==> config.mk <==
export PLATFORM = sky130hd
export DESIGN_NAME = fetch_stage
export DESIGN_NICKNAME = d
export VERILOG_FILES = /design/src/rtl/fetch_pkg.sv /design/src/rtl/fetch_skid_buf.sv /design/src/rtl/fetch_stage.sv
export SDC_FILE = /design/constraint.sdc
export NUM_CORES = 1
export LEC_CHECK = 0
export CAP_MARGIN = 0
export CORE_MARGIN = 10
export CORE_UTILIZATION = 30
export CTS_CLUSTER_DIAMETER = 100
export DETAILED_ROUTE_END_ITERATION = 10
export PLACE_DENSITY_LB_ADDON = 0.08
export SETUP_SLACK_MARGIN = 0.3
export SKIP_CTS_REPAIR_TIMING = 1
export SYNTH_ARGS = -nofsm -noshare
export SYNTH_HDL_FRONTEND = slang
export SYNTH_SLANG_ARGS = --single-unit
==> constraint.sdc <==
create_clock -name clk -period 5.97 [get_ports clk]
set_input_delay 1.791 -clock clk [delete_from_list [all_inputs] [get_ports clk]]
set_output_delay 1.791 -clock clk [all_outputs]
set_load 0.05 [all_outputs]
==> src/rtl/fetch_pkg.sv <==
// fetch_pkg: shared types and constants for the instruction-fetch stage.
//   fetchState_e      - fetch FSM state encoding
//   DEFAULT_NOP_INSTR - bubble instruction (sll $0,$0,0)
//   IFID_*            - bit positions of the IF/ID register fields
//   packIfid()        - assembles an IF/ID word from instruction and PC+4
package fetch_pkg;

  typedef enum logic [1:0] {
    IDLE  = 2'd0,
    ISSUE = 2'd1,
    WAIT  = 2'd2,
    FULL  = 2'd3
  } fetchState_e;

  localparam logic [31:0] DEFAULT_NOP_INSTR = 32'h0000_0000;
  localparam logic [31:0] PC_STEP           = 32'd4;

  localparam int IFID_W         = 64;
  localparam int IFID_INSTR_MSB = 63;
  localparam int IFID_INSTR_LSB = 32;
  localparam int IFID_PC4_MSB   = 31;
  localparam int IFID_PC4_LSB   = 0;

  function automatic logic [IFID_W-1:0] packIfid(input logic [31:0] instr,
                                                 input logic [31:0] pc4);
    logic [IFID_W-1:0] word;
    word = '0;
    word[IFID_INSTR_MSB:IFID_INSTR_LSB] = instr;
    word[IFID_PC4_MSB:IFID_PC4_LSB]     = pc4;
    return word;
  endfunction

endpackage

==> src/rtl/fetch_skid_buf.sv <==
// fetch_skid_buf: one-entry holding register for an IF/ID word that arrived
// while decode was stalled.
//   clk, rst_n - clock, asynchronous active-low reset
//   load       - capture dataIn and mark the entry full
//   unload     - entry consumed, mark empty
//   clear      - drop the entry (redirect); wins over load/unload
//   dataIn     - word to capture
//   dataOut    - stored word
//   full       - entry holds a valid word
module fetch_skid_buf
  import fetch_pkg::*;
(
  input  logic              clk,
  input  logic              rst_n,
  input  logic              load,
  input  logic              unload,
  input  logic              clear,
  input  logic [IFID_W-1:0] dataIn,
  output logic [IFID_W-1:0] dataOut,
  output logic              full
);

  always_ff @(posedge clk or negedge rst_n) begin
    if (!rst_n) begin
      dataOut <= '0;
      full    <= 1'b0;
    end else if (clear) begin
      full    <= 1'b0;
    end else if (load) begin
      dataOut <= dataIn;
      full    <= 1'b1;
    end else if (unload) begin
      full    <= 1'b0;
    end
  end

endmodule

==> src/rtl/fetch_stage.sv <==
// fetch_stage: IF stage of the five-stage MIPS pipeline. Holds the PC, issues
// one instruction-memory request at a time and fills the IF/ID register with
// {instruction, fetch address + 4}, or a NOP bubble when nothing is ready.
//   clk, rst_n          - clock, asynchronous active-low reset
//   BranchControlSignal - taken branch resolved in ID
//   BranchTarget        - redirect address
//   pcHOLD              - load-use stall from ID (beats a branch)
//   imem_req/imem_addr  - request strobe and word address (registered PC)
//   imem_rvalid/rdata   - instruction response
//   IFIDReg             - [63:32] instruction, [31:0] fetch address + 4
//
// state | meaning
// IDLE  | leaving reset, no request yet
// ISSUE | imem_req driven with imem_addr = pc
// WAIT  | request outstanding, waiting for imem_rvalid
// FULL  | word parked in the skid buffer while decode is stalled
module fetch_stage
  import fetch_pkg::*;
#(
  parameter logic [31:0] RESET_PC  = 32'h0000_0000,
  parameter logic [31:0] NOP_INSTR = DEFAULT_NOP_INSTR
) (
  input  logic              clk,
  input  logic              rst_n,
  input  logic              BranchControlSignal,
  input  logic [31:0]       BranchTarget,
  input  logic              pcHOLD,
  output logic              imem_req,
  output logic [31:0]       imem_addr,
  input  logic              imem_rvalid,
  input  logic [31:0]       imem_rdata,
  output logic [IFID_W-1:0] IFIDReg
);

  fetchState_e       state, stateNext;
  logic [31:0]       pc, pcNext, pcPlus4;
  logic              kill, killNext;
  logic [IFID_W-1:0] ifidNext;
  logic              redirect;
  logic              skidLoad, skidUnload, skidClear, skidFull;
  logic [IFID_W-1:0] skidData;

  assign redirect  = BranchControlSignal & ~pcHOLD;
  assign pcPlus4   = pc + PC_STEP;
  assign imem_req  = (state == ISSUE);
  assign imem_addr = pc;

  fetch_skid_buf uSkid (
    .clk     (clk),
    .rst_n   (rst_n),
    .load    (skidLoad),
    .unload  (skidUnload),
    .clear   (skidClear),
    .dataIn  (packIfid(imem_rdata, pcPlus4)),
    .dataOut (skidData),
    .full    (skidFull)
  );

  always_ff @(posedge clk or negedge rst_n) begin
    if (!rst_n) begin
      state   <= IDLE;
      pc      <= RESET_PC;
      kill    <= 1'b0;
      IFIDReg <= '0;
    end else begin
      state   <= stateNext;
      pc      <= pcNext;
      kill    <= killNext;
      IFIDReg <= ifidNext;
    end
  end

  always_comb begin
    stateNext  = state;
    pcNext     = pc;
    killNext   = kill;
    skidLoad   = 1'b0;
    skidUnload = 1'b0;
    skidClear  = 1'b0;
    // Frozen under stall, otherwise a bubble unless a word is delivered below.
    ifidNext   = pcHOLD ? IFIDReg : packIfid(NOP_INSTR, 32'h0);

    unique case (state)
      IDLE: stateNext = ISSUE;
      ISSUE: begin
        stateNext = WAIT;
        // The request just issued is for the wrong path; drop its response.
        if (redirect) killNext = 1'b1;
      end
      WAIT: begin
        if (imem_rvalid) begin
          if (redirect || kill) begin
            killNext  = 1'b0;
            stateNext = ISSUE;
          end else if (pcHOLD) begin
            skidLoad  = 1'b1;
            stateNext = FULL;
          end else begin
            ifidNext  = packIfid(imem_rdata, pcPlus4);
            pcNext    = pcPlus4;
            stateNext = ISSUE;
          end
        end else if (redirect) begin
          killNext = 1'b1;
        end
      end
      FULL: begin
        if (redirect) begin
          skidClear = 1'b1;
          stateNext = ISSUE;
        end else if (!pcHOLD && skidFull) begin
          ifidNext   = skidData;
          skidUnload = 1'b1;
          pcNext     = pcPlus4;
          stateNext  = ISSUE;
        end
      end
      default: stateNext = IDLE;
    endcase

    if (redirect) pcNext = BranchTarget;
  end

endmodule

# ---- Word-level counts from Yosys, hierarchy flattened
# Cells that the tools add are included.
# Widths: inputs -> output; s select.
dict set report totals {
  register_bits 164
  latch_bits 0
  ramBits 0
  mem_bits_ro 0
  inputBits 69
  out_inout_bits 97
  wordCells 65
  memories 0
}
dict set report classes {
  addsub 1
  multipliers 0
  n_div 0
  magnitude_cmp 0
  n_eq_ne 9
  shift 0
  mux 35
  bitwise_logic 3
  reduce_logical 11
}
# operator count
set ops {}
lappend ops {{$mux 64} 6}
lappend ops {{$mux 32} 5}
lappend ops {{$pmux 64 s2} 1}
lappend ops {{$pmux 32 s2} 1}
lappend ops {{$add 32x3->32 const B} 1}
lappend ops {{$mux 1} 15}
lappend ops {{$ne 3x3->1 const B} 5}
lappend ops {{$mux 2} 5}
lappend ops {{$pmux 2 s4} 1}
lappend ops {{$reduce_and 2->1} 3}
lappend ops {{$reduce_bool 3->1} 2}
lappend ops {{$reduce_and 5->1} 1}
lappend ops {{$eq 2x2->1 const B} 2}
lappend ops {{$eq 2x1->1 const B} 1}
lappend ops {{$logic_not 2->1} 1}
lappend ops {{$ne 2x2->1 const B} 1}
lappend ops {{$not 1->1} 2}
lappend ops {{$pmux 1 s2} 1}
lappend ops {{$reduce_bool 2->1} 1}
lappend ops {{$and 1x1->1} 1}
lappend ops {{$logic_and 1x1->1} 1}
lappend ops {{$logic_not 1->1} 1}
lappend ops {{$logic_or 1x1->1} 1}

# ---- Logic depth before layout (Yosys ltp)
dict set report depth {
  word_depth 8
  depth_mapped 9
}

# ---- Cells and area by module
# From an unflattened synthesis, not the netlist that was laid out.
dict set report hier_totals {
  cells_unflattened 656
  area_unflattened_um2 7823.8
}
# mod n_inst cells_per_inst area_each_um2 seq_area_each_um2
set by_module_without_submodules {}
lappend by_module_without_submodules {fetch_stage 1 516 5082.4 2477.4}
lappend by_module_without_submodules {fetch_skid_buf 1 140 2741.4 1626.6}

# ---- Worst setup path before layout
# No wires, ideal clock.
dict set report synth_path {
  path_kind {input port to flip-flop}
  from {in pcHOLD}
  to {reg uSkid.dataOut[52]}
  t_arrival_ns 3.105
  setup_slack_ns 2.741
  path_stages 7
  n_path_buf 3
  path_cell_list {buf_2 -> and2_1 -> nor2b_1 -> nand2_1 -> buf_2 -> buf_2 -> mux2_2}
}
dict set report synth_via {
  elab_chain_len 7
  elab_cells_between_ends 11
  cone_classes {mux (6); bitwise (3); reduce/logical (2)}
}
# item line_no
set synth_rtl {}
lappend synth_rtl {{start, declared} fetch_stage.sv:27} ;# input logic pcHOLD,
lappend synth_rtl {{$not 1->1} fetch_stage.sv:43} ;# assign redirect = BranchControlSignal & ~pcHOLD;
lappend synth_rtl {{$and 1x1->1} fetch_stage.sv:43}
lappend synth_rtl {{$logic_or 1x1->1} fetch_stage.sv:92} ;# if (redirect || kill) begin
lappend synth_rtl {{$mux 1} fetch_stage.sv:92}
lappend synth_rtl {{$mux 1} fetch_stage.sv:91} ;# if (imem_rvalid) begin
lappend synth_rtl {{$mux 1} fetch_stage.sv:83} ;# unique case (state)
lappend synth_rtl {{$reduce_and 2->1 (no source line) *} --}
lappend synth_rtl {{end signal, assigned} fetch_skid_buf.sv:30} ;# dataOut <= dataIn;
lappend synth_rtl {{end, declared} fetch_skid_buf.sv:19} ;# output logic [IFID_W-1:0] dataOut,
# Mark *: on every way between the ends. The rest lies on a longest branch, timed or not.
# A chain may end at the register's enable or synchronous reset.

# ---- Worst setup path after layout
dict set report layout_path {
  from {in BranchControlSignal}
  to {reg pc[26] (netlist: imem_addr[26])}
}
dict set report layout_via {
  elab_chain_len 4
  elab_cells_between_ends 9
  cone_classes {eq/ne (4); mux (1); bitwise (1); reduce/logical (3)}
}
# item line_no
set layout_rtl {}
lappend layout_rtl {{start, declared} fetch_stage.sv:25} ;# input logic BranchControlSignal,
lappend layout_rtl {{$and 1x1->1 *} fetch_stage.sv:43}
lappend layout_rtl {{$logic_or 1x1->1} fetch_stage.sv:92}
lappend layout_rtl {{$ne 3x3->1 (no source line)} --}
lappend layout_rtl {{$reduce_and 5->1 (no source line)} --}
lappend layout_rtl {{end signal, assigned} fetch_stage.sv:67} ;# pc <= pcNext;
lappend layout_rtl {{end, declared} fetch_stage.sv:36} ;# logic [31:0] pc, pcNext, pcPlus4;
# Marks and branches as above.

==> impl_metrics.py <==
metrics = {
    "timing": {
        "slew_violations": 0,
        "period_share_pct": 71.7,
        "skew_ns": 0.0151,
        "setup_ws_ns": 1.69,
        "fin_hold_ws_ns": 0.481,
        "grt_setup_unrepaired": "false",
        "clock.fmax_ghz": 0.234,
        "final-setup-viol-count": 0,
        "tightest_slew_ns": 1.08,
        "tns_ns": 0,
        "fin_crit_ns": 4.28,
        "slew_headroom_pct": 27.8,
        "hold_viol_final": 0,
    },
    "die": {
        "ios": 166,
        "rows": 58,
        "core_area_sq_um": 25300,
        "die_h_microns": 181,
        "start_util_pct": 30.6,
        "die_area_sq_um": 32700,
        "die_w_microns": 181,
    },
    "placed_design": {
        "place_area_sq_um": 9600,
        "dp.cells": 1168,
        "place_congestion": 0.814,
        "post-place-ws_ns": 1.19,
        "hpwl_mm": 16.2,
        "numPortBuffers": 165,
    },
    "cells_and_area": {
        "nets": 931,
        "areaGrowthSynthToFinish_pct": 32.2,
        "fill_cells": 2424,
        "final_cells": 1200,
        "layout-drive-gt1-share_pct": 11.3,
        "diodes": 0,
        "post-route-util_pct": 40.4,
        "fin_area_sq_um": 10200,
    },
    "clock_network": {
        "cts_tree": "yes",
        "clk_pin_slew_ns": 0.06,
        "insertion_delay_ns": 0.42,
        "cts_max_path_buffers": 2,
        "cts_buffers": 17,
        "cts_sinks": 164,
        "root_buffer": "clkbuf_16",
        "htreeDepth": 4,
    },
    "logic_synthesis": {
        "seq_area_frac_synth_pct": 52.9,
        "syn_area_sq_um": 7750,
        "ys_ff_latch": 164,
        "synth_top_area_share_pct": 52.9,
        "syn_area_per_cell_sq_um": 10.6,
        "yosys.area.top_type": "dfrtp_1",
        "yosysMostFrequentCell": "dfrtp_1",
        "async_flop_share_pct": 100,
        "synth-edff-count": 0,
        "yosysWarnings": 0,
        "synth_area_leaders": "dfrtp_1, a22oi_1, o21ai_0, mux2_2, nand2_1",
        "synth.net_count": 802,
        "synthFlopType": "dfrtp_1",
        "syn_inst": 728,
        "synth_commonest_cells": "dfrtp_1, o21ai_0, a22oi_1",
        "yosysUniqueCellTypes": 60,
    },
    "worst_setup_path": {
        "crit_fanout": 46,
        "cp.required_ns": 6.26,
        "critPathCaptureType": "register",
        "max_stage_delay_ns": 0.82,
        "crit_family": "compound AO/OA/AOI/OAI gates",
        "cp.arrival_ns": 4.57,
        "worstPathCellList": "clkdlybuf4s50_1 -> and2b_2 -> o31a_1 -> nand2_1 -> o311ai_0",
        "crit_type": "in2reg",
        "cp.buffers_inverters": 1,
        "worstSetupStartpointType": "primary input",
        "cpMaxStageDelayCell": "and2b_2",
    },
    "grt": {
        "grt.overflow.total": 0,
        "grt_pass1_vias": 6449,
        "antenna_found_initial": 0,
        "grt_max_degree": 95,
        "grtUsageTotal_pct": 14.4,
        "grt_pass1_wl_mm": 38.2,
    },
    "routing": {
        "firstDrtPassIters": 5,
        "wl_met3_mm": 1.44,
        "wl_met2_mm": 10.9,
        "totalWireLength_mm": 24.1,
        "top_layer": "met4",
        "drc": 0,
        "ant_nets": 0,
        "wl_met1_mm": 11.6,
        "wl_per_cell_microns": 20.1,
        "num_vias": 6323,
        "vias_per_cell": 5.27,
        "first_iter_violations": 500,
    },
    "power": {
        "power.density_nw_per_um2": 415,
        "finalPower_mw": 4.25,
        "p_leak_nw": 4.20,
        "ir_drop_uv": 246,
    },
    "outcome": {
        "status": "complete, no violations",
    },
    "hold_path": {
        "hold_class": "reg2reg",
    },
    "job": {
        "drv_cap": 0,
    },
}
==> logic make-up (layout without fill, tap and decap cells) <==
| group | count (synthesis) | in the layout | share of synthesized area (%) |
|---|---|---|---|
| muxes | 38 | 38 | 5.50 |
| xor gates and xnor gates | 28 | 28 | 3.16 |
| buffers and inverters | 74 | 216 | 4.47 |
| AOI/OAI and AO/OA | 259 | 259 | 21.6 |
| and+or+nand+nor | 160 | 160 | 11.5 |
| adders and majority gates | 5 | 5 | 0.807 |
| DFF | 164 | 164 | 52.9 |
==> where the power goes <==
| part | total, mW | switching, mW | internal (mW) |
|---|---|---|---|
| clock network | 1.20 | 0.484 | 0.715 |
| registers | 1.72 | 0.312 | 1.41 |
| logic | 1.33 | 0.829 | 0.505 |
| total | 4.25 | 1.63 | 2.62 |
==> registers in the layout (all words and copies together), names as in the netlist <==
register       flops
imem_addr         32
IFIDReg           64
uSkid.full         1
kill               1
state              2
uSkid.dataOut     64
==> worst paths after layout <==
check / cells after the start / endpoint / start / slack [ns]
max in group asynchronous: 2 / uSkid.dataOut[40] / rst_n / 3.38
min in group asynchronous: 1 / IFIDReg[32] / rst_n / 1.39
setup reg to reg: 6 / uSkid.dataOut[46] / state[0] / 3.42
hold reg to reg: 2 / uSkid.dataOut[17] / uSkid.dataOut[17] / 0.48
setup / recovery: 5 / imem_addr[26] / BranchControlSignal / 1.69
hold / removal: 2 / uSkid.dataOut[17] / uSkid.dataOut[17] / 0.48
==> cell usage in the layout, fill, tap and decap left out, drive strengths merged, types with 6 or more instances in the layout <==
cell type      instances
clkbuf                17
mux2                  37
nor2                  17
nand3                 24
nand2                 65
nand4                 10
o22ai                  7
o21ai                105
a21oi                 17
inv                   18
buf                   10
a22oi                 98
and3                   8
xor2                  15
nor4                   9
dfrtp                164
clkdlybuf4s50        163
xnor2                 13
a2bb2oi                6
a222oi                 6
==> worst register-to-register path: stages (launching register included) <==
cell	delay [ns]
dfrtp_1	0.43
inv_1	0.08
ha_1	0.28
and2_1	0.18
nor2b_1	0.29
nand2_4	0.61
mux2_2	0.57
==> cell type report <==
cell class              count  area [sq um]  area share (%)
clock buffers              17           425            4.15
clock inverters            15           218            2.13
inverters                  11          41.3           0.403
multi-input cells         490          3330            32.6
flip-flops and latches    164          4100            40.1
well taps                 330           413            4.03
repair buffers            173          1710            16.7
==> per-layer routing <==
metal | vias up | global-route usage, %
met5 | - | 0
met4 | 0 | 3.51
met3 | 19 | 4.04
met2 | 190 | 22.1
met1 | 3149 | 19.6
li1 | 2965 | -
No activity file was read; power rests on OpenSTA's default activity.
